[config.mk]
export PLATFORM = sky130hd
export DESIGN_NAME = nxn_board
export DESIGN_NICKNAME = d
export VERILOG_FILES = /design/src/rtl/nxn_board_pkg.sv /design/src/rtl/nxn_board_line_scan.sv /design/src/rtl/nxn_board.sv
export SDC_FILE = /design/constraint.sdc
export NUM_CORES = 1
export LEC_CHECK = 0
export BUFFER_PORTS_ARGS = -buffer_cell sky130_fd_sc_hd__clkbuf_2
export CORE_MARGIN = 10
export CORE_UTILIZATION = 55
export CTS_CLUSTER_DIAMETER = 120
export DETAILED_ROUTE_END_ITERATION = 6
export GPL_TIMING_DRIVEN = 1
export PLACE_DENSITY = 0.75
export SETUP_SLACK_MARGIN = 0.4
export SYNTH_ARGS = -nofsm -noshare
export SYNTH_HDL_FRONTEND = slang
export SYNTH_SLANG_ARGS = --single-unit
[constraint.sdc]
create_clock -name clk -period 9.1 [get_ports clk]
set_input_delay 1.365 -clock clk [delete_from_list [all_inputs] [get_ports clk]]
set_output_delay 1.365 -clock clk [all_outputs]
set_load 0.005 [all_outputs]
[src/rtl/nxn_board_pkg.sv]
// Shared codes for the N x N K-in-a-row board: game states, symbols, scan directions, FSM states.
package nxn_board_pkg;

  localparam logic [1:0] GS_ON   = 2'b00;
  localparam logic [1:0] GS_XWIN = 2'b01;
  localparam logic [1:0] GS_OWIN = 2'b10;
  localparam logic [1:0] GS_DRAW = 2'b11;

  localparam logic SYM_X = 1'b1;
  localparam logic SYM_O = 1'b0;

  typedef enum logic [1:0] {DIR_H, DIR_V, DIR_D, DIR_A} dir_e;

  typedef enum logic [1:0] {S_IDLE, S_CHECK, S_DONE} state_e;

  // Flat cell index from 1-based coordinates; caller guarantees the cell is on the board.
  function automatic int cell_idx(int r, int c, int n);
    return (r - 1) * n + (c - 1);
  endfunction

endpackage

[src/rtl/nxn_board_line_scan.sv]
// Direction/offset walker: visits the 2K-1 cells through the origin along H, V, D and A lines.
module nxn_board_line_scan
  import nxn_board_pkg::*;
#(
  parameter int N = 3,
  parameter int K = N,
  localparam int CW = $clog2(N + 1),
  localparam int SW = CW + 2
) (
  input  logic                 clk,
  input  logic                 reset_n,
  input  logic                 start,
  input  logic                 step,
  input  logic [CW-1:0]        org_row,
  input  logic [CW-1:0]        org_col,
  output logic signed [SW-1:0] scan_row,
  output logic signed [SW-1:0] scan_col,
  output logic                 in_board,
  output logic                 dir_first,
  output logic                 last_step
);

  // Two guard bits keep coordinates up to N+K-1 and down to 2-K from aliasing.
  localparam logic signed [SW-1:0] KM1 = SW'(K - 1);
  localparam logic signed [SW-1:0] NS  = SW'(N);
  localparam logic signed [SW-1:0] ONE = SW'(1);

  dir_e                 dir;
  logic signed [SW-1:0] off;
  logic signed [SW-1:0] org_r;
  logic signed [SW-1:0] org_c;

  always_ff @(posedge clk or negedge reset_n) begin
    if (!reset_n) begin
      dir   <= DIR_H;
      off   <= '0;
      org_r <= '0;
      org_c <= '0;
    end else if (start) begin
      dir   <= DIR_H;
      off   <= -KM1;
      org_r <= {2'b00, org_row};
      org_c <= {2'b00, org_col};
    end else if (step) begin
      if (off == KM1) begin
        off <= -KM1;
        dir <= dir_e'(dir + 2'd1);
      end else begin
        off <= off + ONE;
      end
    end
  end

  always_comb begin
    scan_row = org_r;
    scan_col = org_c;
    case (dir)
      DIR_H: scan_col = org_c + off;
      DIR_V: scan_row = org_r + off;
      DIR_D: begin
        scan_row = org_r + off;
        scan_col = org_c + off;
      end
      DIR_A: begin
        scan_row = org_r + off;
        scan_col = org_c - off;
      end
    endcase
  end

  assign in_board  = (scan_row >= ONE) && (scan_row <= NS) &&
                     (scan_col >= ONE) && (scan_col <= NS);
  assign dir_first = (off == -KM1);
  assign last_step = (dir == DIR_A) && (off == KM1);

endmodule

[src/rtl/nxn_board.sv]
// N x N K-in-a-row board: validates alternating X/O moves, then scans the placed cell's lines for a win or draw.
module nxn_board
  import nxn_board_pkg::*;
#(
  parameter int N = 3,
  parameter int K = N,
  localparam int CW = $clog2(N + 1)
) (
  input  logic          clk,
  input  logic          reset_n,
  input  logic          clear,
  input  logic          set,
  input  logic [CW-1:0] row,
  input  logic [CW-1:0] col,
  output logic          busy,
  output logic          move_err,
  output logic          turn,
  output logic [N*N-1:0] valid,
  output logic [N*N-1:0] symbol,
  output logic [1:0]    game_state
);

  localparam int NN   = N * N;
  localparam int IW   = $clog2(NN);
  localparam int CNTW = $clog2(NN + 1);
  localparam int RW   = $clog2(K + 1);
  localparam int SW   = CW + 2;

  localparam logic [CW-1:0]   N_C  = CW'(N);
  localparam logic [CNTW-1:0] NN_C = CNTW'(NN);
  localparam logic [RW-1:0]   K_C  = RW'(K);

  if (N < 3 || N > 15 || K < 3 || K > N) begin : g_param_err
    $error("nxn_board: N=%0d K=%0d out of range", N, K);
  end

  state_e               state, state_nxt;
  logic [CNTW-1:0]      moves;
  logic [RW-1:0]        run, run_base, run_nxt;
  logic                 win;
  logic                 in_rng, legal, accept, hit;
  logic                 scan_in, dir_first, last_step;
  logic [IW-1:0]        move_idx, scan_idx;
  logic signed [SW-1:0] scan_row, scan_col;

  assign busy     = (state != S_IDLE);
  assign in_rng   = (row != '0) && (row <= N_C) && (col != '0) && (col <= N_C);
  assign move_idx = IW'(cell_idx(int'(row), int'(col), N));
  assign legal    = in_rng && !valid[move_idx] && (game_state == GS_ON);
  assign accept   = (state == S_IDLE) && set && !clear && legal;

  nxn_board_line_scan #(.N(N), .K(K)) u_scan (
    .clk      (clk),
    .reset_n  (reset_n),
    .start    (accept),
    .step     (state == S_CHECK),
    .org_row  (row),
    .org_col  (col),
    .scan_row (scan_row),
    .scan_col (scan_col),
    .in_board (scan_in),
    .dir_first(dir_first),
    .last_step(last_step)
  );

  // A run continues only through on-board cells owned by the player who just moved.
  assign scan_idx = IW'(cell_idx(int'(scan_row), int'(scan_col), N));
  assign hit      = scan_in && valid[scan_idx] && (symbol[scan_idx] == turn);
  assign run_base = dir_first ? '0 : run;
  assign run_nxt  = hit ? run_base + RW'(1) : '0;

  always_comb begin
    state_nxt = state;
    case (state)
      S_IDLE:  if (accept) state_nxt = S_CHECK;
      S_CHECK: if (run_nxt == K_C || last_step) state_nxt = S_DONE;
      S_DONE:  state_nxt = S_IDLE;
      default: state_nxt = S_IDLE;
    endcase
  end

  always_ff @(posedge clk or negedge reset_n) begin
    if (!reset_n) begin
      state      <= S_IDLE;
      valid      <= '0;
      symbol     <= '0;
      game_state <= GS_ON;
      turn       <= SYM_X;
      move_err   <= 1'b0;
      moves      <= '0;
      run        <= '0;
      win        <= 1'b0;
    end else if (clear) begin
      state      <= S_IDLE;
      valid      <= '0;
      symbol     <= '0;
      game_state <= GS_ON;
      turn       <= SYM_X;
      move_err   <= 1'b0;
      moves      <= '0;
      run        <= '0;
      win        <= 1'b0;
    end else begin
      state    <= state_nxt;
      move_err <= 1'b0;
      case (state)
        S_IDLE: begin
          if (set) begin
            if (legal) begin
              valid[move_idx]  <= 1'b1;
              symbol[move_idx] <= turn;
              moves            <= moves + CNTW'(1);
              win              <= 1'b0;
            end else begin
              move_err <= 1'b1;
            end
          end
        end
        S_CHECK: begin
          run <= run_nxt;
          if (run_nxt == K_C) win <= 1'b1;
        end
        S_DONE: begin
          // Win outranks draw on the last cell; turn freezes once the game is over.
          if (win)                game_state <= (turn == SYM_X) ? GS_XWIN : GS_OWIN;
          else if (moves == NN_C) game_state <= GS_DRAW;
          else                    turn <= (turn == SYM_X) ? SYM_O : SYM_X;
        end
        default: ;
      endcase
    end
  end

endmodule
==> results.ini <==
[floorplanning]
die_area_mm2=0.00895
start_util_pct=56.3
io-pin-count=31
fp.dieH_um=94.6
row_count=27
coreArea_mm2=0.00544
die_width_um=94.6

[critical_path]
worstPathRequired_ns=9.26
r2r_slack_ns=4.03
critical_path_arrival_ns=5.23
slowest_stage=fa_1
crit_type=reg2reg
slowest_delay_ns=0.51
path_buf_inv=0
start_kind=flop
cp_max_fo=7
crit_chain=ha_1 -> fa_1 -> mux2i_1 -> ha_1 -> xor2_1 -> xnor2_1 -> fa_1 -> fa_1 -> xor2_1 -> xnor2_1 -> xnor2_1 -> mux2i_1 -> and3_4 -> mux2_4 -> o211ai_2 -> o32ai_1
worstSetupEndpointType=flop
cp_top_family=adder cells

[cts]
cts_buffer_depth=2
cts_root_buffer=clkbuf_8
cts_buffers=5
post_cts_buffers=0
cts_tree=yes
clkLatencyLatePin_ns=0.30
cts_hold_buffers=0
cts-resized-gates=0
ctsHtreeMaxLevel=2
clk_pin_slew_ns=0.09
clock_sinks=41

[sta]
holdWs_ns=0.546
fmax_mhz=197
min_period_ns=5.07
maxSlewViolCount=0
finalSetupTns_ns=0
tightest_slew_ns=1.05
finalSetupViolCount=0
rsz0062_at_grt=false
fin_skew_ns=0.00977
maxSlewHeadroom_pct=30.1
finalHoldViolations=0
fin_crit_sh_pct=55.7

[flow_run]
maxCapViolCount=0

[final_layout]
post-route-util_pct=61.8
final_common_cell=dfrtp_1
insertedDiodeCount=0
drive_gt1_share_pct=16.8
layout.nets=392
area_growth_pct=9.80
final_cell_mix=dfrtp_1 (40), nor2_1 (38), inv_1 (32)
design_area_mm2=0.00336
fillers=484

[synth]
ys_warn_count=0
ys_types=59
async_reset_ff_share_pct=100
syn_area_per_cell_um2=9.31
synth-seq-area-share_pct=33.5
synth_cells=329
synth_ff_type=dfrtp_1
ys_seq_elements=41
synth_edf_count=0
synth_nets=365
syn_area_mm2=0.00306

[route]
wl_met3_um=281
wl_per_cell_um=16.3
ant_nets=0
wl_met2_mm=3.51
wirelength_mm=6.99
num_vias=2468
avgViaCountPerCell=5.75
highest_layer=met4
drt-initial-drc-count=122
drc_errors=0
firstDrtPassIters=4
wl_met1_mm=3.09

[placed_design]
portBuffers=30
placed_area_mm2=0.00325
hpwl_mm=5.36
gp_congestion=0.820

[global_routing]
grt_antenna_before_repair=0
grt_pass1_vias=2467
grt_max_degree=42
overflow=0
grt_pass1_wl_mm=11.7
grt_usage_pct=16.2

[status]
status=completed

[min_path]
hold_path_class=reg2reg

-- logic make-up (layout without fill, tap and decap cells) --
family	after synthesis	count (layout)	synth area share [%]
simple gates	123	123	21.0
compound gates	60	60	12.9
buf+inv	44	72	5.84
flops	41	41	33.5
fa+ha+maj	28	28	12.9
xor+xnor	17	17	5.76
mux	16	16	7.97
-- per-layer routing --
layer  global-route usage (%)  up-vias
met5                        0        -
met4                     5.49        0
met3                     3.09        9
met2                     27.5       50
met1                     20.3     1218
li1                         -     1191
-- layout make-up --
class / instances / area (um2) / share of cell area (%)
sequential: 41 / 1030 / 30.5
inverter: 34 / 128 / 3.79
clock buffer: 6 / 72.6 / 2.16
tap: 72 / 90.1 / 2.68
timing repair buffer: 30 / 150 / 4.46
multi-input combinational: 244 / 1860 / 55.2
clock inverter: 2 / 38.8 / 1.15
-- cell usage after synthesis (all sizes together) (5+ instances only) --
cell / instances / area share, %
nand3: 9 / 1.5
dfrtp: 40 / 33
nor3: 7 / 1.5
xnor2: 10 / 2.9
a21oi: 23 / 3.8
mux4: 6 / 4.4
mux2i: 6 / 2.0
inv: 33 / 4.0
fa: 6 / 3.9
nor2: 38 / 4.7
ha: 22 / 9.0
nand2: 26 / 3.2
clkbuf: 6 / 0.74
xor2: 5 / 1.4
o21ai: 14 / 2.3
nor2b: 9 / 1.8
nand2b: 8 / 1.6
-- worst reg2reg max path, stage by stage, from the launching register on --
cell and delay (ns):
dfrtp_1 0.46, ha_1 0.25, fa_1 0.51, mux2i_1 0.34, ha_1 0.33, xor2_1 0.21, xnor2_1 0.17, fa_1 0.48
fa_1 0.44, xor2_1 0.16, xnor2_1 0.14, xnor2_1 0.30, mux2i_1 0.35, and3_4 0.26, mux2_4 0.31, o211ai_2 0.11
o32ai_1 0.10
-- stage by stage --
step                instances  setup slack (ns)
floorplan                 329              4.45
global placement          421              3.90
detailed placement        421              3.82
CTS                       429              3.99
global route              429              3.57
finish                    429              4.03
-- registers in the layout (all words and copies together) (netlist names) --
| register | flops |
|---|---|
| game_state | 2 |
| move_err | 1 |
| moves | 4 |
| run | 2 |
| state | 2 |
| symbol | 9 |
| turn | 1 |
| u_scan.dir | 2 |
| u_scan.off | 4 |
| u_scan.org_c | 2 |
| u_scan.org_r | 2 |
| valid | 9 |
| win | 1 |
-- final timing paths --
path / cells after the start / start / to
max: 16 / u_scan.off[0] / win
min in group asynchronous: 1 / reset_n / u_scan.off[2]
max in group asynchronous: 1 / reset_n / symbol[8]
min reg2reg: 1 / win / game_state[1]
max reg2reg: 16 / u_scan.off[0] / win
min: 1 / win / game_state[1]
Power is left out: the tool's default activity adds up to more than one toggle a clock period on the data nets, which glitch-free logic cannot reach.
